$ cat src/rtl/ccu_snoop_collector.sv
// Collects snoop responses (CR) and snoop data (CD) from the snooped cores,
// merges the response flags and captures one cache line from the lowest-index data source.
module ccu_snoop_collector #(
    parameter int unsigned NB_CORES  = 2,
    parameter int unsigned DataWidth = 64,
    parameter int unsigned LineBeats = 2
) (
    input  logic                            clk_i,
    input  logic                            rst_i,
    input  logic                            start_valid_i,
    output logic                            start_ready_o,
    input  logic [NB_CORES-1:0]             start_mask_i,
    input  logic [NB_CORES-1:0]             cr_valid_i,
    output logic [NB_CORES-1:0]             cr_ready_o,
    input  logic [NB_CORES*5-1:0]           cr_resp_i,
    input  logic [NB_CORES-1:0]             cd_valid_i,
    output logic [NB_CORES-1:0]             cd_ready_o,
    input  logic [NB_CORES*DataWidth-1:0]   cd_data_i,
    input  logic [NB_CORES-1:0]             cd_last_i,
    output logic                            done_valid_o,
    input  logic                            done_ready_i,
    output logic                            data_avail_o,
    output logic                            pass_dirty_o,
    output logic                            is_shared_o,
    output logic                            error_o,
    output logic [LineBeats*DataWidth-1:0]  line_o
);

    localparam int unsigned CntW = $clog2(LineBeats) + 1;
    localparam int unsigned SrcW = (NB_CORES > 1) ? $clog2(NB_CORES) : 1;

    localparam logic [1:0] StIdle      = 2'd0;
    localparam logic [1:0] StCollectCr = 2'd1;
    localparam logic [1:0] StCollectCd = 2'd2;
    localparam logic [1:0] StDone      = 2'd3;

    logic [1:0]                     state_q, state_d;
    logic [NB_CORES-1:0]            pend_cr_q, pend_cr_d;
    logic [NB_CORES-1:0]            pend_cd_q, pend_cd_d;
    logic [CntW-1:0]                beat_cnt_q, beat_cnt_d;
    logic [SrcW-1:0]                src_q, src_d;
    logic [LineBeats*DataWidth-1:0] line_q, line_d;
    logic                           data_avail_q, data_avail_d;
    logic                           pass_dirty_q, pass_dirty_d;
    logic                           is_shared_q, is_shared_d;
    logic                           error_q, error_d;

    // WasUnique is carried on the CR channel but has no role in the merged result.
    logic unused_was_unique;
    always_comb begin
        unused_was_unique = 1'b0;
        for (int i = 0; i < NB_CORES; i++) begin
            unused_was_unique = unused_was_unique ^ cr_resp_i[i*5+4];
        end
    end

    always_comb begin
        state_d       = state_q;
        pend_cr_d     = pend_cr_q;
        pend_cd_d     = pend_cd_q;
        beat_cnt_d    = beat_cnt_q;
        src_d         = src_q;
        line_d        = line_q;
        data_avail_d  = data_avail_q;
        pass_dirty_d  = pass_dirty_q;
        is_shared_d   = is_shared_q;
        error_d       = error_q;
        start_ready_o = 1'b0;
        done_valid_o  = 1'b0;
        cr_ready_o    = '0;
        cd_ready_o    = '0;

        case (state_q)
            StIdle: begin
                start_ready_o = 1'b1;
                if (start_valid_i) begin
                    pend_cr_d = start_mask_i;
                    state_d   = (start_mask_i == '0) ? StDone : StCollectCr;
                end
            end

            StCollectCr: begin
                cr_ready_o = pend_cr_q;
                for (int i = 0; i < NB_CORES; i++) begin
                    if (cr_valid_i[i] && pend_cr_q[i]) begin
                        pend_cr_d[i] = 1'b0;
                        error_d      = error_d | cr_resp_i[i*5+1];
                        pass_dirty_d = pass_dirty_d | cr_resp_i[i*5+2];
                        is_shared_d  = is_shared_d | cr_resp_i[i*5+3];
                        if (cr_resp_i[i*5]) begin
                            pend_cd_d[i] = 1'b1;
                        end
                    end
                end
                if (pend_cr_d == '0) begin
                    if (pend_cd_d != '0) begin
                        state_d      = StCollectCd;
                        data_avail_d = 1'b1;
                        // Descending scan leaves the lowest pending index as the source.
                        for (int i = NB_CORES - 1; i >= 0; i--) begin
                            if (pend_cd_d[i]) begin
                                src_d = SrcW'(i);
                            end
                        end
                    end else begin
                        state_d = StDone;
                    end
                end
            end

            StCollectCd: begin
                cd_ready_o = pend_cd_q;
                for (int i = 0; i < NB_CORES; i++) begin
                    if (cd_valid_i[i] && pend_cd_q[i]) begin
                        if (SrcW'(i) == src_q) begin
                            if (beat_cnt_q < CntW'(LineBeats)) begin
                                for (int b = 0; b < LineBeats; b++) begin
                                    if (beat_cnt_q == CntW'(b)) begin
                                        line_d[b*DataWidth +: DataWidth] =
                                            cd_data_i[i*DataWidth +: DataWidth];
                                    end
                                end
                                beat_cnt_d = beat_cnt_q + CntW'(1);
                            end else begin
                                error_d = 1'b1;
                            end
                            if (cd_last_i[i] && (beat_cnt_q < CntW'(LineBeats - 1))) begin
                                error_d = 1'b1;
                            end
                        end
                        if (cd_last_i[i]) begin
                            pend_cd_d[i] = 1'b0;
                        end
                    end
                end
                if (pend_cd_d == '0) begin
                    state_d = StDone;
                end
            end

            StDone: begin
                done_valid_o = 1'b1;
                if (done_ready_i) begin
                    state_d      = StIdle;
                    pend_cr_d    = '0;
                    pend_cd_d    = '0;
                    beat_cnt_d   = '0;
                    data_avail_d = 1'b0;
                    pass_dirty_d = 1'b0;
                    is_shared_d  = 1'b0;
                    error_d      = 1'b0;
                end
            end

            default: begin
                state_d = StIdle;
            end
        endcase
    end

    always_ff @(posedge clk_i or posedge rst_i) begin
        if (rst_i) begin
            state_q      <= StIdle;
            pend_cr_q    <= '0;
            pend_cd_q    <= '0;
            beat_cnt_q   <= '0;
            src_q        <= '0;
            line_q       <= '0;
            data_avail_q <= 1'b0;
            pass_dirty_q <= 1'b0;
            is_shared_q  <= 1'b0;
            error_q      <= 1'b0;
        end else begin
            state_q      <= state_d;
            pend_cr_q    <= pend_cr_d;
            pend_cd_q    <= pend_cd_d;
            beat_cnt_q   <= beat_cnt_d;
            src_q        <= src_d;
            line_q       <= line_d;
            data_avail_q <= data_avail_d;
            pass_dirty_q <= pass_dirty_d;
            is_shared_q  <= is_shared_d;
            error_q      <= error_d;
        end
    end

    assign data_avail_o = data_avail_q;
    assign pass_dirty_o = pass_dirty_q;
    assign is_shared_o  = is_shared_q;
    assign error_o      = error_q;
    assign line_o       = line_q;

endmodule
$ cat config.mk
export PLATFORM = sky130hd
export DESIGN_NAME = ccu_snoop_collector
export DESIGN_NICKNAME = d
export VERILOG_FILES = /design/src/rtl/ccu_snoop_collector.sv
export SDC_FILE = /design/constraint.sdc
export NUM_CORES = 1
export LEC_CHECK = 0
export CAP_MARGIN = 15
export CELL_PAD_IN_SITES_DETAIL_PLACEMENT = 0
export CELL_PAD_IN_SITES_GLOBAL_PLACEMENT = 1
export CORE_UTILIZATION = 33
export CTS_CLUSTER_DIAMETER = 80
export DETAILED_ROUTE_END_ITERATION = 8
export GPL_TIMING_DRIVEN = 0
export PLACE_DENSITY_LB_ADDON = 0.1
export SYNTH_ARGS = -nofsm -noshare
export SYNTH_HDL_FRONTEND = slang
export SYNTH_SLANG_ARGS = --single-unit
$ cat constraint.sdc
create_clock -name clk_i -period 12.7 [get_ports clk_i]
set_input_delay 1.905 -clock clk_i [delete_from_list [all_inputs] [get_ports clk_i]]
set_output_delay 1.905 -clock clk_i [all_outputs]
set_load 0.1 [all_outputs]
# After elaboration in Yosys (flattened, before gate mapping)
# Cells that the tools add are included.
op_classes:
  n_addsub: 1
  n_mul: 0
  div: 0
  magnitude_cmp: 2
  n_eq_ne: 9
  shifts: 0
  muxes: 73
  bitwise: 6
  reduce_logical: 23
op_table:
  columns: ["cell", "count"]
  rows:
  - ["two-way mux 128 bit", 6]
  - ["two-way mux 64 bit", 4]
  - ["two-way mux 1 bit", 41]
  - ["two-way mux 2 bit", 14]
  - ["one-hot mux 2 bit (3 select lines)", 2]
  - ["zero test 2 bit", 5]
  - ["!= test 2 bit, second input constant", 5]
  - ["one-hot mux 2 bit (4 select lines)", 1]
  - ["AND reduction 4 bit", 2]
  - ["logical AND 1 bit", 6]
  - ["OR 1 bit", 6]
  - ["one-hot mux 1 bit (2 select lines)", 3]
  - ["AND reduction 2 bit", 3]
  - ["AND reduction 3 bit", 2]
  - ["nonzero test 2 bit", 3]
  - ["nonzero test 3 bit", 2]
  - ["== test 2 x 1 -> 1 bit, second input constant", 2]
  - ["== test 2 bit, second input constant", 2]
  - ["one-hot mux 2 bit (2 select lines)", 1]
  - ["one-hot mux 1 bit (3 select lines)", 1]
  - ["adder 2 x 1 -> 2 bit, second input constant", 1]
  - ["< comparator 2 x 1 -> 1 bit, second input constant", 1]
  - ["< comparator 2 bit, second input constant", 1]
word_totals:
  ff_bits: 141
  latchBits: 0
  mem_bits_rw: 0
  rom_bits: 0
  inputBits: 150
  wordCells: 124
  memories: 0

# Logic depth before layout (Yosys ltp)
# Gate-level depths: netlist of run 1.
logic_depth:
  word_depth: 10
  mapped_depth: 7

# Least setup slack after synthesis of run 1
# OpenSTA, ideal clock, no wires.
synth_timing:
  kind: "flip-flop to output port"
  startpoint: "reg state_q[0]"
  endpoint: "out cd_ready_o[0]"
  arrival_time_ns: 1.859
  path_slack_ns: 8.936
  path_stages_with_launch: 5
  path_cell_list: "dfrtp_1 -> inv_1 -> ha_1 -> buf_1 -> and2_1"
synth_between:
  elab_chain_len: 2
synth_rtl:
  columns: ["element", "line_no", "rtl"]
  rows:
  - ["start, declared", "37", "logic [1:0] state_q, state_d;"]
  - ["start signal, assigned", "163", "state_q <= StIdle;"]
  - ["start signal, assigned", "174", "state_q <= state_d;"]
  - ["== test 2 bit", "73", "case (state_q)"]
  - ["two-way mux 2 bit", "73", null]
  - ["end, declared", "17", "output logic [NB_CORES-1:0] cd_ready_o,"]
# No other way between the ends.

# Worst setup path after layout of run 1
# Same ends and word-level chain as after synthesis.

==> results.cfg, run 1 <==
[status]
run_status = finished clean

[floorplan]
row_count = 51
dieArea_mm2 = 0.0205
ios = 288
die_w_um = 143
initial_core_util_pct = 33.7
die_h_um = 143
core_mm2 = 0.0195

[synthesis]
synthArstFlopShare_pct = 100
ys_seq_area_share_pct = 53.6
syn_inst = 681
syn-num-nets = 838
synth_cell_type_count = 42
ys_ff_latch = 141
yosys_warnings = 0
syn_area_mm2 = 0.00659
synth-edff-count = 0
avgSynthCellArea_um2 = 9.67
synth_flop_cell = dfrtp_1

[setup_path]
worstSetupEndpointType = primary output
critPathBufInv = 3
cp.required_ns = 10.80
arrival_ns = 3.22
cp_top_family = buffers and inverters
path_cells = inv_1 -> ha_1 -> buf_1 -> and2_1 -> clkdlybuf4s50_1
cp_slowest_cell = clkdlybuf4s50_1
cp-start-kind = flip-flop
cp_max_fo = 10
cp_slowest_stage_delay_ns = 1.14
criticalPathCategory = reg -> out

[cells_and_area]
drive_gt1_share_pct = 6.12
antenna_cells = 0
synthToLayoutAreaGrowth_pct = 58.4
fin_nets = 1143

[route]
remaining_drc_errors = 0
vias = 6632
routed_via_density = 5.26
postRouteAntennaNets = 0
drt_first_pass_iters = 6
wirelength_um = 24600
wl_per_cell_um = 19.5
drt-initial-drc-count = 378

[timing]
max_freq_mhz = 195
grt_setup_unrepaired = no
max_slew_margin_pct = 29.0
setup_viol = 0
drv_slew = 0
hold_slack_ns = 0.486
worst_slack_ns = 7.58
finClkSkew_ns = 0.00849
setup_tns_ns = 0
finalCritPeriodShare_pct = 40.3
period_needed_ns = 5.12
tightest_slew_ns = 1.06
final_hold_viol_count = 0

[clock_network]
numCtsBuffers = 17
postCtsHoldBufs = 0
clock_path_buffers = 2
cts.repair.resized = 0
postCtsSetupRepairBufs = 0
clkTransAtPathRegs_ns = 0.06
cts.htree.levels = 4
cts_tree = built
clock_latency_ns = 0.42
cts_root_buf = clkbuf_16
cts_sinks = 141

[placement]
place_ws_ns = 7.98
place_congestion = 0.796
numPortBuffers = 285
dp_hpwl_um = 17500

[global_route]
top_usage_layer = met2
grt_util_met1_pct = 30.7
gr-usage-all-layers_pct = 24.2
grtUsageMet3_pct = 6.74
grt_use_met2_pct = 39.5
antenna_found_initial = 0
grt_pass1_wl_um = 37300
grt_pass1_vias = 6726
grt_max_degree = 76
grt_remaining_overflow = 0

[worst_hold_path]
hold_path.class = reg -> reg

[flow_run]
cap_violations = 0
==> Yosys cell counts, types with 2 or more instances <==
library cell	count	area [µm²]
o221ai_1	128	1120
nor3_1	3	15.0
nand4b_1	2	17.5
o22ai_1	2	12.5
a32o_1	2	20.0
nor2_1	8	30.0
nand2_1	271	1020
a221oi_1	2	17.5
buf_6	12	135
clkbuf_1	28	105
mux2i_1	2	20.0
o21ai_0	6	30.0
o211ai_4	2	42.5
inv_1	8	30.0
buf_2	14	70.1
a31oi_1	2	12.5
dfrtp_1	141	3530
a21oi_1	8	40.0
ha_1	7	87.6
nor2b_1	3	18.8
nand3_1	4	20.0
and2_1	6	37.5
==> flip-flops by register name, summed over array words and instances (netlist names) <==
signal,flops
pend_cd_q,2
is_shared_o,1
pend_cr_q,2
line_o,128
error_o,1
beat_cnt_q,2
data_avail_o,1
pass_dirty_o,1
state_q,2
src_q,1
==> through the flow <==
stage | area, µm² | util (%) | instances
global placement | 9770 | 50.0 | 1231
CTS | 10400 | 53.4 | 1262
detailed placement | 9800 | 50.2 | 1232
floorplan | 6590 | - | 681
global route | 10400 | 53.4 | 1262
finish | 10400 | 53.4 | 1262
==> worst reg2reg max path, stage by stage, from the launching register on <==
cell and delay [ns]:
dfrtp_1 0.40, inv_1 0.13, ha_1 0.21, buf_1 0.67
clkbuf_1 0.51, nand2_1 0.17, o221ai_1 0.29
==> layer usage <==
layer	share of wire (%)	up-vias	wire length [µm]
met4	2.5	0	614
met2	48	237	11800
li1	-	3108	-
met3	6.5	39	1600
met1	43	3248	10600
met5	0	-	0
==> kinds of logic (layout without fill, tap and decap cells) <==
| logic type | Yosys count | count (layout) | share of synthesized area, % |
|---|---|---|---|
| fa+ha+maj | 7 | 7 | 1.33 |
| compound gates | 161 | 161 | 20.9 |
| flops | 141 | 141 | 53.6 |
| mux | 2 | 2 | 0.304 |
| simple gates | 307 | 307 | 18.7 |
| buf+inv | 63 | 379 | 5.22 |
==> worst paths after layout <==
kind / start / endpoint / slack [ns] / cells past startpoint
max reg2reg: state_q[0] / line_o[19] / 10.21 / 6
max: state_q[0] / cd_ready_o[0] / 7.58 / 5
min reg2reg: line_o[113] / line_o[113] / 0.49 / 2
min: line_o[113] / line_o[113] / 0.49 / 2
min in group asynchronous: rst_i / line_o[94] / 1.95 / 2
max in group asynchronous: rst_i / line_o[69] / 9.94 / 3
==> area by class of cell <==
class / instances / area [µm²]
well taps: 265 / 332
fillers: 1827 / 9090
plain buffers: 55 / 314
clock inverters: 10 / 163
repair buffers: 286 / 2880
multi-input cells: 477 / 2710
flip-flops and latches: 141 / 3530
inverters: 8 / 35.0
clock buffers: 20 / 467
==> cell usage in the layout, fill, tap and decap left out, types with 2 or more instances in the layout <==
| cell | netlist | layout |
|---|---|---|
| clkinv_2 | 0 | 2 |
| clkinvlp_4 | 0 | 2 |
| inv_1 | 8 | 7 |
| nand4b_1 | 2 | 2 |
| o21ai_0 | 6 | 6 |
| inv_6 | 0 | 2 |
| clkdlybuf4s50_1 | 0 | 285 |
| clkbuf_1 | 28 | 28 |
| a32o_1 | 2 | 2 |
| nor2b_1 | 3 | 3 |
| bufinv_16 | 0 | 4 |
| buf_2 | 14 | 14 |
| a221oi_1 | 2 | 2 |
| a31oi_1 | 2 | 2 |
| a21oi_1 | 8 | 8 |
| buf_6 | 12 | 12 |
| o221ai_1 | 128 | 128 |
| nor2_1 | 8 | 8 |
| and2_1 | 6 | 6 |
| mux2i_1 | 2 | 2 |
| clkbuf_8 | 0 | 3 |
| clkbuf_16 | 0 | 17 |
| o211ai_4 | 2 | 2 |
| nor3_1 | 3 | 3 |
| nand2_1 | 271 | 271 |
| o22ai_1 | 2 | 2 |
| dfrtp_1 | 141 | 141 |
| nand3_1 | 4 | 4 |
| ha_1 | 7 | 7 |
Power of run 1 is not shown: default switching activity piles up to over one toggle a cycle in this logic, so the estimate is an artifact.
==> run 2: changes to the inputs <==
Settings changed: CORE_UTILIZATION 33 to 28.
Clock period 12.7 ns to 4.7 ns, I/O delays scaled along.
==> run 2 against run 1 <==
  * Clock skew is essentially flat
  * Register-to-register slack got worse by 8.0 ns
  * Global-route usage decreased by 2.8 points
  * Clock-buffer cell count unchanged
  * First-iteration DRC count is 3.2% higher
  * Flip-flop and latch count did not move
  * Sequential share of layout area fell by 0.081 points
  * Wire length is 4.9% higher
  * Core utilization decreased by 7.7 points
  * Via count up 0.12%
  * Cell count up 4.0%
  * Design area up 0.24%
==> results.cfg, run 2 (same netlist as run 1, synthesis figures left out) <==
[route]
vias = 6640
drt-initial-drc-count = 390
drt_first_pass_iters = 5
wirelength_um = 25800
postRouteAntennaNets = 0
routed_via_density = 5.06
remaining_drc_errors = 0
wl_per_cell_um = 19.6

[timing]
max_slew_margin_pct = 29.6
drv_slew = 0
setup_viol = 0
finalCritPeriodShare_pct = 83.1
grt_setup_unrepaired = no
max_freq_mhz = 256
period_needed_ns = 3.91
tightest_slew_ns = 1.05
finClkSkew_ns = 0.00830
final_hold_viol_count = 0

[floorplan]
dieArea_mm2 = 0.0241
die_w_um = 155
core_mm2 = 0.0228
die_h_um = 155
initial_core_util_pct = 28.8
ios = 288
row_count = 55

[status]
run_status = finished clean

[clock_network]
cts_sinks = 141
numCtsBuffers = 17
clock_path_buffers = 2
clock_latency_ns = 0.41
cts_tree = built
cts_root_buf = clkbuf_16
cts.htree.levels = 4
postCtsHoldBufs = 0
postCtsSetupRepairBufs = 0
cts.repair.resized = 0
clkTransAtPathRegs_ns = 0.06

[setup_path]
critPathLaunch = state_q[0]
worst-r2r-cell-count = 6
r2r_start = state_q[0]
timing.rr.end = line_o[45]
r2r_setup_slack_ns = 2.25
cp.required_ns = 3.99
worstSetupEndpointType = primary output
arrival_ns = 3.20
cp_max_fo = 10
cp-start-kind = flip-flop
criticalPathCategory = reg -> out

[cells_and_area]
largest_reg_flops = 128
antenna_cells = 0
fin_nets = 1143
synthToLayoutAreaGrowth_pct = 58.8
fillCellCount = 2244
final_cell_mix = clkdlybuf4s50_1, nand2_1, dfrtp_1, o221ai_1, clkbuf_1
final_core_util_pct = 45.8
drive_gt1_share_pct = 6.21
final_common_cell = clkdlybuf4s50_1

[global_route]
grt_pass1_wl_um = 39300
grt_remaining_overflow = 0
grt_pass1_vias = 6706
grt_max_degree = 88
antenna_found_initial = 0
gr-usage-all-layers_pct = 21.4

[placement]
dp_hpwl_um = 18200
place_congestion = 0.796
numPortBuffers = 285

[worst_hold_path]
hold_path.class = reg -> reg
hold_depth = 2
hold_end = line_o[38]
min-delay-start = line_o[38]

[flow_run]
cap_violations = 0
[run 2: cell types whose count changed in the layout (fill, tap and decap cells not counted)]
cell | before | now
clkbuf_1 | 28 | 29
clkinv_2 | 2 | 1
clkinv_4 | 1 | 2
clkbuf_8 | 3 | 2
inv_6 | 2 | 3
bufinv_16 | 4 | 2
clkinvlp_4 | 2 | 5
[run 2: worst max path at each step]
stage / slack [ns] / end
5_1_grt: 0.59 / cd_ready_o[0]
6_report: 0.79 / cd_ready_o[0]
3_5_place_dp: 1.14 / cd_ready_o[0]
3_3_place_gp: -2.25 / line_o[72]
2_1_floorplan: 0.21 / beat_cnt_q[0]
4_1_cts: 0.69 / cd_ready_o[0]
[run 2: layer usage]
layer | GRT usage, % | vias up | wire [µm]
met5 | 0 | - | 0
met4 | 6.26 | 0 | 387
met3 | 5.04 | 24 | 1770
met2 | 34.2 | 263 | 12200
met1 | 28.6 | 3248 | 11400
li1 | - | 3105 | -
[run 2: through the flow]
| step | setup TNS [ns] | std cells | hold WS [ns] | setup slack [ns] | cell area, µm² |
|---|---|---|---|---|---|
| 2_1_floorplan | 0 | 681 | 0.514 | 0.214 | 6590 |
| 3_3_place_gp | -315.37 | 1279 | 0.467 | -2.25 | 9830 |
| 3_5_place_dp | 0 | 1280 | 0.472 | 1.14 | 9860 |
| 4_1_cts | 0 | 1312 | 0.490 | 0.687 | 10500 |
| 5_1_grt | 0 | 1312 | 0.500 | 0.595 | 10500 |
| 6_report | 0 | 1312 | 0.483 | 0.793 | 10500 |
[run 2: cell type report]
cell class | count | area [µm²] | share of cell area (%)
Multi-Input combinational cell | 477 | 2710 | 26.0
Tap cell | 313 | 392 | 3.74
Inverter | 8 | 35.0 | 0.335
Timing Repair Buffer | 286 | 2880 | 27.5
Sequential cell | 141 | 3530 | 33.7
Buffer | 55 | 314 | 3.00
Clock buffer | 20 | 457 | 4.37
Clock inverter | 12 | 138 | 1.32
[run 2: critical path, cell delays in order (launching register included)]
cell and delay (ns):
dfrtp_1 0.40, inv_1 0.12, ha_1 0.21, buf_1 0.67, and2_1 0.26, clkdlybuf4s50_1 1.14
Power of run 2 is left out for the same reason.
==> run 3: changes to the inputs <==
Settings changed: CORE_UTILIZATION 28 to 31.
Clock period 4.7 ns to 4 ns, I/O delays scaled along.
==> run 3 against run 2 <==
  * Non-clock buffer count is 3 higher
  * Critical endpoint unchanged
  * Die area is 9.6% lower
  * Register-to-register slack worse by 0.81 ns
  * Wire length is 2.2% lower
  * Clock-buffer cell count is 1 lower
  * Cell count is 3.0% lower
  * Worst setup slack worse by 0.27 ns
  * Design area is 0.12% lower
  * First-iteration DRC count is 5.1% lower
  * Via count hardly changed
  * Clock skew is 0.0094 ns higher
==> results.cfg, run 3 (same netlist as run 1, synthesis figures left out) <==
[route]
remaining_drc_errors = 0
vias = 6638
wirelength_um = 25200
routed_via_density = 5.22
wl_per_cell_um = 19.8
postRouteAntennaNets = 0
drt-initial-drc-count = 370
drt_first_pass_iters = 5

[global_route]
gr-usage-all-layers_pct = 23.2
grt_max_degree = 35
grt_pass1_vias = 6781
grt_pass1_wl_um = 38600
antenna_found_initial = 0
grt_remaining_overflow = 0

[setup_path]
worst-r2r-cell-count = 6
arrival_ns = 2.87
r2r_setup_slack_ns = 1.44
cp_max_fo = 10
timing.rr.end = line_o[97]
r2r_start = state_q[0]
cp-start-kind = flip-flop
criticalPathCategory = reg -> out
worstSetupEndpointType = primary output
cp.required_ns = 3.40

[timing]
grt_setup_unrepaired = no
finClkSkew_ns = 0.0177
finalCritPeriodShare_pct = 86.9
period_needed_ns = 3.47
setup_viol = 0
tightest_slew_ns = 1.06
max_slew_margin_pct = 28.9
setup_tns_ns = 0
final_hold_viol_count = 0
drv_slew = 0
max_freq_mhz = 288

[clock_network]
cts_root_buf = clkbuf_16
numCtsBuffers = 17
cts_tree = built
cts_sinks = 141
cts.htree.levels = 4
clock_latency_ns = 0.43
clkTransAtPathRegs_ns = 0.07
postCtsHoldBufs = 0
clock_path_buffers = 2

[placement]
dp_hpwl_um = 18100
numPortBuffers = 285
place_congestion = 0.778

[floorplan]
dieArea_mm2 = 0.0218
core_mm2 = 0.0206
row_count = 52
die_h_um = 148
initial_core_util_pct = 32.0
ios = 288
die_w_um = 148

[flow_run]
cap_violations = 0

[worst_hold_path]
hold_depth = 2
hold_path.class = reg -> reg
min-delay-start = line_o[112]
hold_end = line_o[112]

[cells_and_area]
final_common_cell = clkdlybuf4s50_1
drive_gt1_share_pct = 6.49
fillCellCount = 1958
synthToLayoutAreaGrowth_pct = 58.6
fin_nets = 1146
final_cell_mix = clkdlybuf4s50_1, nand2_1, dfrtp_1, o221ai_1, clkbuf_1
largest_reg_flops = 128
antenna_cells = 0

[status]
run_status = finished clean
-- run 3: cell count changes in the layout (fill, tap and decap cells not counted) --
cell	delta
buf_16	-1
buf_12	+4
clkbuf_8	-1
clkinv_4	-2
dlymetal6s2s_1	+1
clkinv_2	+2
clkdlybuf4s50_1	-1
clkinvlp_4	+1
-- run 3: what timing repair did --
| action | CTS | global route |
|---|---|---|
| buffers inserted | 0 | 0 |
| resized for setup | 0 | 1 |
| endpoints found under the setup margin | 0 | 1 |
-- run 3: worst max-delay path by stage --
stage / start / to / slack, ns / cells past startpoint
finish: state_q[0] / cd_ready_o[0] / 0.53 / 5
global route: state_q[0] / cd_ready_o[0] / 0.37 / 5
CTS: state_q[0] / cd_ready_o[0] / 0.06 / 5
detailed placement: state_q[0] / cd_ready_o[0] / 0.53 / 5
global placement: rst_i / line_o[71] / 0.16 / 2
floorplan: state_q[0] / cd_ready_o[0] / 1.54 / 4
-- run 3: critical path: stages (launching register included) --
cell            delay (ns)
dfrtp_1               0.40
inv_1                 0.13
ha_1                  0.23
buf_1                 0.69
and2_1                0.26
dlymetal6s2s_1        0.75
-- run 3: through the flow --
| stage | hold slack, ns | util, % | setup slack (ns) | std cells | instance area [µm²] |
|---|---|---|---|---|---|
| final | 0.487 | 50.8 | 0.525 | 1272 | 10400 |
| after global routing | 0.503 | 50.8 | 0.366 | 1272 | 10400 |
| after CTS | 0.489 | 50.8 | 0.0609 | 1272 | 10400 |
| after detailed placement | 0.472 | 48.0 | 0.533 | 1240 | 9860 |
| after global placement | 0.470 | 47.6 | 0.161 | 1236 | 9780 |
| after floorplan | 0.514 | - | 1.54 | 681 | 6590 |
-- run 3: final cells by class --
class | count | area [µm²] | share of cell area [%]
Sequential cell | 141 | 3530 | 33.8
Timing Repair Buffer | 289 | 2940 | 28.1
Multi-Input combinational cell | 477 | 2710 | 26.0
Clock buffer | 19 | 443 | 4.24
Tap cell | 270 | 338 | 3.23
Buffer | 55 | 314 | 3.01
Clock inverter | 13 | 139 | 1.33
Inverter | 8 | 33.8 | 0.323
-- run 3: metal layers --
layer / up-vias / track usage (%) / wire length (µm)
met4: 0 / 7.89 / 363
li1: 3113 / - / -
met5: - / 0 / 0
met2: 266 / 36.2 / 11700
met1: 3237 / 31.3 / 11400
met3: 22 / 5.68 / 1780
Power of run 3 is left out for the same reason.
